## config.mk

```make
export PLATFORM = sky130hd
export DESIGN_NAME = seq_div
export DESIGN_NICKNAME = d
export VERILOG_FILES = /design/src/rtl/seq_div.sv
export SDC_FILE = /design/constraint.sdc
export NUM_CORES = 1
export LEC_CHECK = 0
export BUFFER_PORTS_ARGS = -buffer_cell sky130_fd_sc_hd__buf_2
export CORE_ASPECT_RATIO = 1.5
export CORE_MARGIN = 3
export CORE_UTILIZATION = 25
export DETAILED_ROUTE_END_ITERATION = 6
export PLACE_DENSITY = 0.42
export SYNTH_ARGS = -nofsm -noshare
export SYNTH_HDL_FRONTEND = slang
export SYNTH_SLANG_ARGS = --single-unit
```

## constraint.sdc

```tcl
create_clock -name clk -period 6.8 [get_ports clk]
set_input_delay 0.34 -clock clk [delete_from_list [all_inputs] [get_ports clk]]
set_output_delay 0.34 -clock clk [all_outputs]
set_load 0.005 [all_outputs]
```

## src/rtl/seq_div.sv

```systemverilog
// seq_div: iterative radix-2 restoring divider.
// One quotient bit per cycle; fixed latency for all operands.
module seq_div #(
  parameter int WIDTH = 32,
  parameter int CNT_W = 6
) (
  input  logic             clk,
  input  logic             reset,
  input  logic             start,
  input  logic             is_signed,
  input  logic [WIDTH-1:0] dividend,
  input  logic [WIDTH-1:0] divisor,
  output logic             busy,
  output logic             done,
  output logic [WIDTH-1:0] quotient,
  output logic [WIDTH-1:0] remainder,
  output logic             div_zero
);

  typedef enum logic [1:0] {
    IDLE,
    CALC,
    FIX,
    DONE
  } state_t;

  state_t state_q, state_d;

  logic             armed_q;
  logic [WIDTH-1:0] r_q;
  logic [WIDTH-1:0] q_q;
  logic [WIDTH-1:0] dm_q;
  logic [WIDTH-1:0] raw_q;
  logic             qs_q;
  logic             rs_q;
  logic             dz_q;
  logic [CNT_W-1:0] cnt_q;

  logic             accept;
  logic             a_neg;
  logic             b_neg;
  logic [WIDTH-1:0] a_mag;
  logic [WIDTH-1:0] b_mag;
  logic [WIDTH+1:0] trial;

  // Operand magnitudes and the trial subtraction for one step.
  // The extra top bit keeps the compare exact for any divisor.
  always_comb begin
    accept = (state_q == IDLE) && start && !armed_q;
    a_neg  = is_signed & dividend[WIDTH-1];
    b_neg  = is_signed & divisor[WIDTH-1];
    a_mag  = a_neg ? -dividend : dividend;
    b_mag  = b_neg ? -divisor : divisor;
    trial  = {1'b0, r_q, q_q[WIDTH-1]} - {2'b00, dm_q};
  end

  // State register.
  always_ff @(posedge clk or negedge reset) begin
    if (!reset) state_q <= IDLE;
    else        state_q <= state_d;
  end

  // Next state and status outputs.
  // An accepted start spends one armed cycle in IDLE first.
  always_comb begin
    state_d = state_q;
    busy    = 1'b0;
    done    = 1'b0;
    unique case (state_q)
      IDLE: begin
        busy = armed_q;
        if (armed_q) state_d = CALC;
      end
      CALC: begin
        busy = 1'b1;
        if (cnt_q == CNT_W'(1)) state_d = FIX;
      end
      FIX: begin
        busy    = 1'b1;
        state_d = DONE;
      end
      DONE: begin
        done    = 1'b1;
        state_d = IDLE;
      end
      default: state_d = IDLE;
    endcase
  end

  // Operand latch, shift/subtract iteration and result load.
  always_ff @(posedge clk or negedge reset) begin
    if (!reset) begin
      armed_q   <= 1'b0;
      r_q       <= '0;
      q_q       <= '0;
      dm_q      <= '0;
      raw_q     <= '0;
      qs_q      <= 1'b0;
      rs_q      <= 1'b0;
      dz_q      <= 1'b0;
      cnt_q     <= '0;
      quotient  <= '0;
      remainder <= '0;
      div_zero  <= 1'b0;
    end else begin
      armed_q <= accept;
      if (accept) begin
        r_q      <= '0;
        q_q      <= a_mag;
        dm_q     <= b_mag;
        raw_q    <= dividend;
        qs_q     <= a_neg ^ b_neg;
        rs_q     <= a_neg;
        dz_q     <= (divisor == '0);
        cnt_q    <= CNT_W'(WIDTH);
        div_zero <= 1'b0;
      end else if (state_q == CALC) begin
        if (!trial[WIDTH+1]) r_q <= trial[WIDTH-1:0];
        else r_q <= {r_q[WIDTH-2:0], q_q[WIDTH-1]};
        q_q   <= {q_q[WIDTH-2:0], ~trial[WIDTH+1]};
        cnt_q <= cnt_q - CNT_W'(1);
      end else if (state_q == FIX) begin
        if (dz_q) begin
          quotient  <= '0;
          remainder <= raw_q;
          div_zero  <= 1'b1;
        end else begin
          quotient  <= qs_q ? -q_q : q_q;
          remainder <= rs_q ? -r_q : r_q;
          div_zero  <= 1'b0;
        end
      end
    end
  end

endmodule

```

==> flow_metrics.py <==
metrics = {
    "run_status": {
        "status": "completed",
    },
    "floorplan": {
        "dieArea_um2": 54400,
        "num_rows": 101,
        "start_util": 0.254,
        "die_w_um": 192,
        "ios": 135,
        "fp.coreArea_um2": 50800,
        "die_h_um": 284,
    },
    "clock_network": {
        "cts_tree": "built",
        "cts-buffers-inserted": 23,
        "cts_resized": 0,
        "clkLatencyLatePin_ns": 0.52,
        "clock_path_buffers": 3,
        "clkSinkCount": 205,
        "post_cts_buffers": 0,
        "cts_max_level": 1,
        "clock-root-buffer": "clkbuf_16",
        "cts.reportedPaths.clkPinSlew_ns": 0.06,
    },
    "timing": {
        "hold_violations": 0,
        "fin_tns_setup_ns": 0,
        "setup_slack_ns": 2.67,
        "slew_violations": 0,
        "fmax_mhz": 242,
        "rsz0062_at_grt": "no",
        "fin_skew_ns": 0.0151,
        "layout_min_cycle_time_ns": 4.13,
        "final-setup-viol-count": 0,
        "worst_pin_slew_ns": 0.984,
        "period_share": 0.607,
        "max_slew_margin": 0.344,
    },
    "placed_design": {
        "gp_congestion": 0.813,
        "pre_cts_ws_ns": 2.61,
        "post-dp-hpwl_um": 29800,
        "io_buffers": 134,
        "place_area_um2": 14200,
    },
    "finish": {
        "drive_above_1_share": 0.136,
        "design_area_um2": 14900,
        "syn_to_final_growth_pct": 15.5,
        "final_nets": 1710,
    },
    "global_route": {
        "track_usage": 0.144,
        "grt_pass1_vias": 11088,
        "grt_max_degree": 107,
        "grt_pass1_wl_um": 62800,
        "grt_remaining_overflow": 0,
        "grt_antenna_before_repair": 3,
    },
    "worst_setup_path": {
        "endpoint": "r_q[13]",
        "worstSetupStartpoint": "r_q[27]",
        "cp_data_required_time_ns": 7.17,
        "rrSetupSlack_ns": 2.67,
        "path_class": "register to register",
        "end_kind": "register",
        "worstReg2RegStart": "r_q[27]",
        "crit_path_max_fanout": 30,
        "cp.arrival_ns": 4.50,
        "timing.rr.end": "r_q[13]",
        "start_kind": "register",
        "reg2reg_depth": 10,
    },
    "route": {
        "via_per_inst": 4.73,
        "vias": 10789,
        "drtPass1Iterations": 4,
        "avgRoutedWirePerCell_um": 17.4,
        "detail-route-antenna-nets": 0,
        "drt_iter0_drc": 529,
        "drc": 0,
        "routed_wl_um": 39700,
    },
    "flow_run": {
        "maxCapViolCount": 0,
    },
    "power": {
        "p_total_mw": 8.09,
        "leakagePower_nw": 6.41,
        "power_density_nw_per_um2": 542,
        "vdd_drop_max_mv": 0.153,
    },
    "synth": {
        "synth-xor-area-share": 0.0991,
        "yosysSeqAreaShare": 0.397,
        "synth_area_per_cell_um2": 8.54,
        "synth_top_family_by_area": "compound AO/OA/AOI/OAI gates",
        "muxShareOfSynthArea": 0.0516,
        "synth_adder_area_share": 0.0432,
        "async_flop_share": 1.00,
        "ys_ff_latch": 205,
        "synth_cells": 1512,
        "ys_warn_count": 0,
        "syn_nets": 1624,
        "synth_area_um2": 12900,
        "synthSimpleGateAreaFrac": 0.167,
        "synth-compound-area-share": 0.190,
        "synthFlopType": "dfrtp_1",
        "ys_types": 68,
        "synth_enable_flop_cells": 0,
    },
    "hold_path": {
        "hold_class": "input port to register",
    },
}
-- registers in the layout (all words and copies together) (netlist names) --
| register | cells |
|---|---|
| armed_q | 1 |
| cnt_q | 6 |
| div_zero | 1 |
| dm_q | 32 |
| dz_q | 1 |
| q_q | 32 |
| qs_q | 1 |
| quotient | 32 |
| r_q | 32 |
| raw_q | 32 |
| remainder | 32 |
| rs_q | 1 |
| state_q | 2 |
-- cells in the final DEF, fill, tap and decap left out, types with 13 or more instances in the layout --
cell and count:
a211oi_1 15, a21oi_1 92, buf_2 133, clkbuf_16 23, dfrtp_1 204, ha_1 41, inv_1 88, mux2_2 24
mux2i_1 38, nand2_1 257, nand3_1 31, nor2_1 84, nor2b_1 13, nor3_1 17, o21ai_0 145, o22ai_1 33
o31ai_1 24, o41ai_1 20, or4_1 19, xnor2_1 64, xor2_1 82
-- report_power, final --
group | total [mW] | leakage, nW | switching (mW) | internal, mW
Sequential | 2.41 | 2.52 | 0.581 | 1.83
Combinational | 4.51 | 3.57 | 2.62 | 1.89
Clock | 1.17 | 0.322 | 0.501 | 0.666
Total | 8.09 | 6.41 | 3.70 | 4.38
-- layer usage --
metal | global-route usage | share of wire | wire length [um]
met2 | 0.266 | 0.52 | 20800
met5 | 0 | 0 | 0
met4 | 0.0415 | 0.023 | 904
met3 | 0.0153 | 0.033 | 1300
met1 | 0.174 | 0.42 | 16700
-- final cells by class --
cell class	count	area (um2)
Inverter	89	335
Sequential cell	205	5130
Multi-Input combinational cell	1133	7150
Fill cell	5494	35900
Antenna cell	3	7.51
Timing Repair Buffer	146	785
Clock inverter	4	47.5
Clock buffer	32	619
Tap cell	669	837
-- synthesized netlist by cell type, types with 7 or more instances --
cell	instances	area (um2)
clkbuf_1	75	282
ha_1	43	538
nand2_1	258	968
o31ai_1	24	180
nor2b_1	13	81.3
a211oi_1	15	113
nand2b_1	9	56.3
nor3_1	17	85.1
nand3_1	31	155
or4_1	19	143
o41ai_1	20	175
xor2_1	82	718
buf_1	8	30.0
dfrtp_1	205	5130
mux2i_1	38	380
o21ai_0	145	726
or3_1	7	43.8
mux2_2	24	270
a311oi_1	12	105
inv_1	89	334
o22ai_1	33	206
nor4_1	11	68.8
nor2_1	84	315
xnor2_1	64	561
a21oi_1	92	460
-- worst max-delay path, cell delays in order, from the launching register on --
cell and delay, ns:
dfrtp_1 0.47, ha_1 0.40, nand2_1 0.13, nor4_1 0.76
and2_1 0.25, nand3_1 0.44, nand2_1 0.54, buf_4 0.41
mux2_2 0.38, mux2i_1 0.13, nor2_1 0.05
-- kinds of logic (layout without fill, tap and decap cells) --
| logic type | Yosys count | in the layout |
|---|---|---|
| flops | 205 | 205 |
| simple gates | 483 | 483 |
| compound gates | 397 | 397 |
| other cells | 0 | 3 |
| fa+ha+maj | 44 | 44 |
| mux | 63 | 63 |
| buf+inv | 174 | 271 |
| xor+xnor | 146 | 146 |
-- worst min-delay path by stage --
stage | startpoint | to | slack, ns | cells after the start
5_1_grt | dividend[30] | raw_q[30] | 0.07 | 3
3_3_place_gp | qs_q | qs_q | 0.46 | 2
2_1_floorplan | reset | armed_q | 0.04 | 0
4_1_cts | dividend[25] | raw_q[25] | 0.04 | 3
3_5_place_dp | qs_q | qs_q | 0.46 | 2
6_report | dividend[30] | raw_q[30] | 0.07 | 3
-- metrics by stage --
| stage | utilization | hold slack, ns | instances |
|---|---|---|---|
| after global placement | 0.280 | 0.456 | 2241 |
| after global routing | 0.294 | 0.0687 | 2281 |
| after detailed placement | 0.280 | 0.461 | 2241 |
| after CTS | 0.293 | 0.0354 | 2278 |
| final | 0.294 | 0.0669 | 2281 |
| after floorplan | - | 0.0444 | 1512 |
-- timing repair --
| action | 4_1_cts | 5_1_grt |
|---|---|---|
| hold buffers | 1 | 0 |
| setup endpoints to repair | 0 | 0 |
| hold endpoints to repair | 87 | 0 |
Note: power is estimated with default switching activity, not from simulation.
